===== src/rtl/csr_scan_sequencer.sv =====
// Serial scan sequencer: moves a CHAIN_LEN-bit image into and out of a CSR scan chain.
// Reads rotate the chain in place; writes and swaps shift a latched image in.
module csr_scan_sequencer #(
  parameter int unsigned WIDTH = 8,
  parameter int unsigned NREGS = 8,
  localparam int unsigned CHAIN_LEN = WIDTH * NREGS
) (
  input  logic                 clk,
  input  logic                 rst,
  input  logic                 cmd_valid,
  output logic                 cmd_ready,
  input  logic [1:0]           cmd_op,
  input  logic [CHAIN_LEN-1:0] wr_image,
  output logic [CHAIN_LEN-1:0] rd_image,
  output logic                 done,
  output logic                 scan_enable,
  output logic                 scan_in,
  input  logic                 scan_out,
  input  logic                 cpu_wr_enable,
  output logic                 csr_wr_enable,
  output logic                 cpu_stall
);

  localparam int unsigned CntW = (CHAIN_LEN > 1) ? $clog2(CHAIN_LEN) : 1;
  localparam logic [CntW-1:0] LastCnt = CntW'(CHAIN_LEN - 1);

  localparam logic [1:0] OpNop   = 2'b00;
  localparam logic [1:0] OpRead  = 2'b01;
  localparam logic [1:0] OpWrite = 2'b10;

  typedef enum logic [1:0] {StIdle, StShift, StDone} state_e;

  state_e                 state_q;
  logic [CntW-1:0]        cnt_q;
  logic [1:0]             op_q;
  logic [CHAIN_LEN-1:0]   tx_q;
  logic [CHAIN_LEN-1:0]   rx_q;
  logic [CHAIN_LEN-1:0]   rd_image_q;
  logic                   cmd_ready_q;
  logic                   scan_en_q;
  logic                   done_q;

  always_ff @(posedge clk or negedge rst) begin
    if (!rst) begin
      state_q     <= StIdle;
      cnt_q       <= '0;
      op_q        <= OpNop;
      tx_q        <= '0;
      rx_q        <= '0;
      rd_image_q  <= '0;
      cmd_ready_q <= 1'b1;
      scan_en_q   <= 1'b0;
      done_q      <= 1'b0;
    end else begin
      unique case (state_q)
        StIdle: begin
          // NOP is consumed by the handshake but never leaves idle.
          if (cmd_valid && cmd_ready_q && (cmd_op != OpNop)) begin
            op_q        <= cmd_op;
            tx_q        <= wr_image;
            cnt_q       <= '0;
            cmd_ready_q <= 1'b0;
            scan_en_q   <= 1'b1;
            state_q     <= StShift;
          end
        end
        StShift: begin
          // tx drains LSB-first onto scan_in; rx fills from the top so bit k lands at k.
          tx_q <= tx_q >> 1;
          rx_q <= {scan_out, rx_q[CHAIN_LEN-1:1]};
          if (cnt_q == LastCnt) begin
            scan_en_q <= 1'b0;
            done_q    <= 1'b1;
            state_q   <= StDone;
          end else begin
            cnt_q <= cnt_q + 1'b1;
          end
        end
        StDone: begin
          if (op_q != OpWrite) begin
            rd_image_q <= rx_q;
          end
          done_q      <= 1'b0;
          cmd_ready_q <= 1'b1;
          state_q     <= StIdle;
        end
        default: begin
          scan_en_q   <= 1'b0;
          done_q      <= 1'b0;
          cmd_ready_q <= 1'b1;
          state_q     <= StIdle;
        end
      endcase
    end
  end

  // READ feeds the chain back into itself so its contents survive the scan.
  always_comb begin
    scan_in = 1'b0;
    if (scan_en_q) begin
      scan_in = (op_q == OpRead) ? scan_out : tx_q[0];
    end
  end

  assign cmd_ready     = cmd_ready_q;
  assign scan_enable   = scan_en_q;
  assign done          = done_q;
  assign rd_image      = rd_image_q;
  assign cpu_stall     = (state_q != StIdle);
  assign csr_wr_enable = cpu_wr_enable & rst & (state_q == StIdle);

endmodule


===== config.mk =====
export PLATFORM = sky130hd
export DESIGN_NAME = csr_scan_sequencer
export DESIGN_NICKNAME = d
export VERILOG_FILES = /design/src/rtl/csr_scan_sequencer.sv
export SDC_FILE = /design/constraint.sdc
export NUM_CORES = 1
export LEC_CHECK = 0
export ABC_AREA = 1
export BUFFER_PORTS_ARGS = -buffer_cell sky130_fd_sc_hd__buf_2
export CAP_MARGIN = 10
export CORE_MARGIN = 4
export CORE_UTILIZATION = 37
export CTS_CLUSTER_DIAMETER = 80
export DETAILED_ROUTE_END_ITERATION = 6
export PLACE_DENSITY_LB_ADDON = 0.05
export SLEW_MARGIN = 20
export SYNTH_ARGS = -nofsm -noshare
export SYNTH_HDL_FRONTEND = slang
export SYNTH_SLANG_ARGS = --single-unit

===== constraint.sdc =====
create_clock -name clk -period 3.2 [get_ports clk]
set_clock_uncertainty 0.1 [all_clocks]
set_input_delay 0.64 -clock clk [delete_from_list [all_inputs] [get_ports clk]]
set_output_delay 0.64 -clock clk [all_outputs]
set_load 0.005 [all_outputs]

== Word-level counts from Yosys, hierarchy flattened ==
Cells that the tools add are included.
Word-level totals
  input port bits: 71
  output and inout bits: 70
  register bits: 205
Cells by class
  reduce and logical (&&, ||, !) cells: 14
  add/subtract/negate cells: 1
  equal/unequal tests: 8
  multiplexer cells: 17
  bitwise operators: 5
Operator list (count)
  $pmux 64 s2: 1
  $mux 64: 1
  $mux 6: 2
  $pmux 6 s2: 1
  $reduce_and 2->1: 6
  $ne 2x2->1 const B: 4
  $add 6x1->6 const B: 1
  $eq 6x6->1 const B: 1
  $mux 1: 6
  $reduce_and 3->1: 2
  $reduce_bool 2->1: 3
  $eq 2x1->1 const B: 2
  $mux 2: 2
  $pmux 1 s2: 2
  $pmux 2 s2: 1
  $not 1->1: 3
  $pmux 1 s3: 1
  $and 1x1->1: 2
  $eq 2x2->1 const B: 1
  $logic_and 1x1->1: 2
  $logic_not 2->1: 1

== Logic depth before layout (Yosys ltp) ==
  depth after elaboration: 4
  gate-level depth with buffers: 9
  gate-level depth less buffers: 7

== Least setup slack after synthesis ==
No wires, ideal clock.
  kind: in2reg
  from: input port cmd_op[0]
  to: register tx_q[20]
  cell stages on the path: 9
  arrival: 1.417 ns
  data required time: 2.970 ns
  slack: 1.553 ns
  cells stage by stage: inv_1 > nand2_1 > nand3_4 > nand2_2 > buf_6 > buf_6 > buf_6 > nand2_1 > o21ai_1
Between the ends
  cells in the longest elaborated chain, start to end: 4
RTL lines
  start: declaration: RTL line 12  | input logic [1:0] cmd_op,
  $reduce_bool 2->1: RTL line 58  | if (cmd_valid && cmd_ready_q && (cmd_op != OpNop)) begin
  $logic_and 1x1->1: RTL line 58
  $ne 2x2->1 (no line)
  $reduce_and 2->1 (no line)
  end signal: assignment: RTL line 60  | tx_q <= wr_image;
  end signal: assignment: RTL line 69  | tx_q <= tx_q >> 1;
  end: declaration: RTL line 36  | logic [CHAIN_LEN-1:0] tx_q;
Every way passes these cells.
A chain may end at the register's enable or synchronous reset.

== Worst setup path after layout ==
  from: input port rst
  to: output port csr_wr_enable
Between the ends
  cells in the longest elaborated chain, start to end: 2
RTL lines
  start: declaration: RTL line 9  | input logic rst,
  $and 1x1->1 (2 in a row): RTL line 110  | assign csr_wr_enable = cpu_wr_enable & rst & (state_q == StIdle);
  end: declaration: RTL line 20  | output logic csr_wr_enable,
Every way passes these cells.

==> impl_metrics.yaml <==
sta:
  finalSetupViolations: 0
  fin_crit_sh: 0.7607
  slew_viol_final: 0
  tightest_slew_ns: 0.8352
  period_needed_ns: 2.434
  hold_violations: 0
  rsz0062_at_grt: "no"
  max_freq_ghz: 0.4108
  timing.slew.headroom: 0.4432
  fin_tns_setup_ns: 0
yosys:
  yosysMostFrequentCell: "nand2_1"
  synth_fp_nets: 1044
  yosysTopAreaCellShare: 0.6008
  synth_area_leaders: "dfrtp_1, nand2_1, o21ai_0"
  ys_top_cells_by_count: "nand2_1, dfrtp_1, o21ai_0"
  ys_async_sr_fraction: 1.000
  avgSynthCellArea_um2: 8.742
  synthesis.yosys.warnings: 0
  synth_flop_cell: "dfrtp_1"
  ys_seq_area_frac: 0.6039
  synth-edff-count: 0
  netlist_area_um2: 8497
  yosysTopAreaCell: "dfrtp_1"
  netlist_instances: 972
  ys_ff_latch: 205
  synth_cell_types: 24
floorplan:
  die_y_um: 159.5
  placement_rows: 55
  start_util: 0.3753
  die_x_um: 159.5
  ioPinCount: 141
  die-area_um2: 25450
  fp.coreArea_um2: 22640
routing:
  vias_per_cell: 4.543
  routedWlPerCell_um: 12.89
  dr.pass1.iters: 4
  vias: 6333
  routed_wl_um: 17960
  first_iter_violations: 409
  antenna_left: 0
  drc: 0
worst_hold_path:
  hold_depth: 3
  hp-start: "scan_out"
  hold_end: "rx_q[63]"
  hold_class: "in2reg"
worst_setup_path:
  crit_path_end_kind: "output port"
  timing.rr.start: "state_q[1]"
  crit_chain: "dlygate4sd3_1 > clkbuf_8 > nand2_1 > nor2_1 > buf_2"
  crit_slowest_cell: "dlygate4sd3_1"
  r2r_slack_ns: 1.11
  reg2reg_depth: 6
  crit_arrival_ns: 1.69
  worst-path-max-fanout: 18
  cp.required_ns: 2.46
  r2r_end: "tx_q[60]"
  worstSetupStartpointType: "primary input"
  timing.critical_path.from: "rst"
  cp_slowest_stage_delay_ns: 0.54
  crit_type: "in2out"
global_route:
  grt_pass1_vias: 6322
  grt_start_max_net_pins: 135
  grt_use_total: 0.1441
  grt-ovfl-total: 0
  antenna_found_initial: 1
  grt_pass1_wl_um: 31400
final_layout:
  area_delta_synth_final_pct: 20.60
  nNetsFinal: 1163
  drive_above_1_share: 0.1778
  stdcell_area_um2: 10250
job:
  drv_cap: 0
power_and_ir_drop:
  power.share.clock: 0.327
  powerDensity_nw_per_um2: 842.9
  pwr-share-comb: 0.270
  p_leak_nw: 5.036
  power_w: 0.008638
  internal_power_w: 0.005793
  ir_worst_vdd_mv: 0.4548
  power.switching_w: 0.002845
  seqPwrFrac: 0.403
  switching_share: 0.3293
place:
  placed_area_um2: 9407
  port_buffers: 140
  hpwlAfterDp_um: 11300
  globalplace.congestion: 0.7097
clocking:
  cts.sinks: 205
  cts_setup_buffers: 0
  cts_buffer_depth: 3
  tritoncts: "yes"
  clock-root-buffer: "clkbuf_16"
  cts_buffers: 24
  path_clk_slew_ns: 0.06
  clock_latency_ns: 0.50
  h-tree-depth: 1
status:
  status: "complete, no violations"
## what timing repair did
item / 4_1_cts / 5_1_grt
resized for setup: 0 / 0
hold endpoints to repair: 14 / 0
hold buffers: 1 / 0
## state kept, by name, indices dropped and copies added, names as in the netlist
register     cells
rd_image        64
rx_q            64
tx_q            64
cnt_q            6
op_q             2
state_q          2
cmd_ready        1
done             1
scan_enable      1
## metal layers
metal / share of wire / GRT usage
met1: 0.49 / 0.2067
met2: 0.44 / 0.2248
met3: 0.041 / 0.02822
met4: 0.025 / 0.03826
met5: 0 / 0
## cell families after synthesis
family	after synthesis	synth area share
adders and majority gates	1	0.001472
DFF	205	0.6039
AOI/OAI and AO/OA	267	0.1601
buffers and inverters	197	0.09586
and+or+nand+nor	302	0.1387
## worst max-delay path by stage
stage / end / cells after the start
2_1_floorplan: tx_q[20] / 9
3_3_place_gp: cnt_q[5] / 4
3_5_place_dp: tx_q[60] / 7
4_1_cts: csr_wr_enable / 5
5_1_grt: csr_wr_enable / 5
6_report: csr_wr_enable / 5
## area by class of cell
cell class | count | area (um^2)
diodes | 1 | 2.502
clock buffers | 38 | 724.4
clock inverters | 5 | 100.1
fillers | 2306 | 12390
inverters | 141 | 530.5
multi-input cells | 570 | 2569
flip-flops and latches | 205 | 5131
well taps | 285 | 356.6
repair buffers | 149 | 833.3
## power groups by stage
stage	logic, W	clock network (W)	registers (W)
after detailed placement	0.00238	0	0.00353
after floorplan	0.00191	0	0.00347
after CTS	0.00240	0.00292	0.00349
after global routing	0.00280	0.00303	0.00356
after global placement	0.00235	0	0.00352
final	0.00233	0.00282	0.00348
## critical path, delay by kind of cell
kind / cells / cell delay [ns]
simple gates: 2 / 0.16
buf+inv: 3 / 0.89
## metrics by stage
stage	utilization	setup WS [ns]	std cells	hold WS (ns)
2_1_floorplan	-	1.553	972	0.2444
3_3_place_gp	0.4155	1.162	1349	0.3606
3_5_place_dp	0.4155	1.127	1349	0.3683
4_1_cts	0.4523	0.7470	1393	0.2610
5_1_grt	0.4526	0.6884	1394	0.2686
6_report	0.4526	0.7658	1394	0.2811
## placed cells by master (no fill, tap or decap), types with 2 or more instances in the layout
master and count:
bufinv_16 3, clkbuf_1 8, o21ai_2 5, nand2_1 280, buf_2 139, buf_4 3
clkinv_2 3, o21ai_0 200, buf_12 4, clkbuf_8 6, nor2_1 5, nand3_1 10
inv_1 139, nand3_4 2, o21ai_1 59, dfrtp_1 204, clkbuf_16 25
Power figures use the tool's default switching activity.
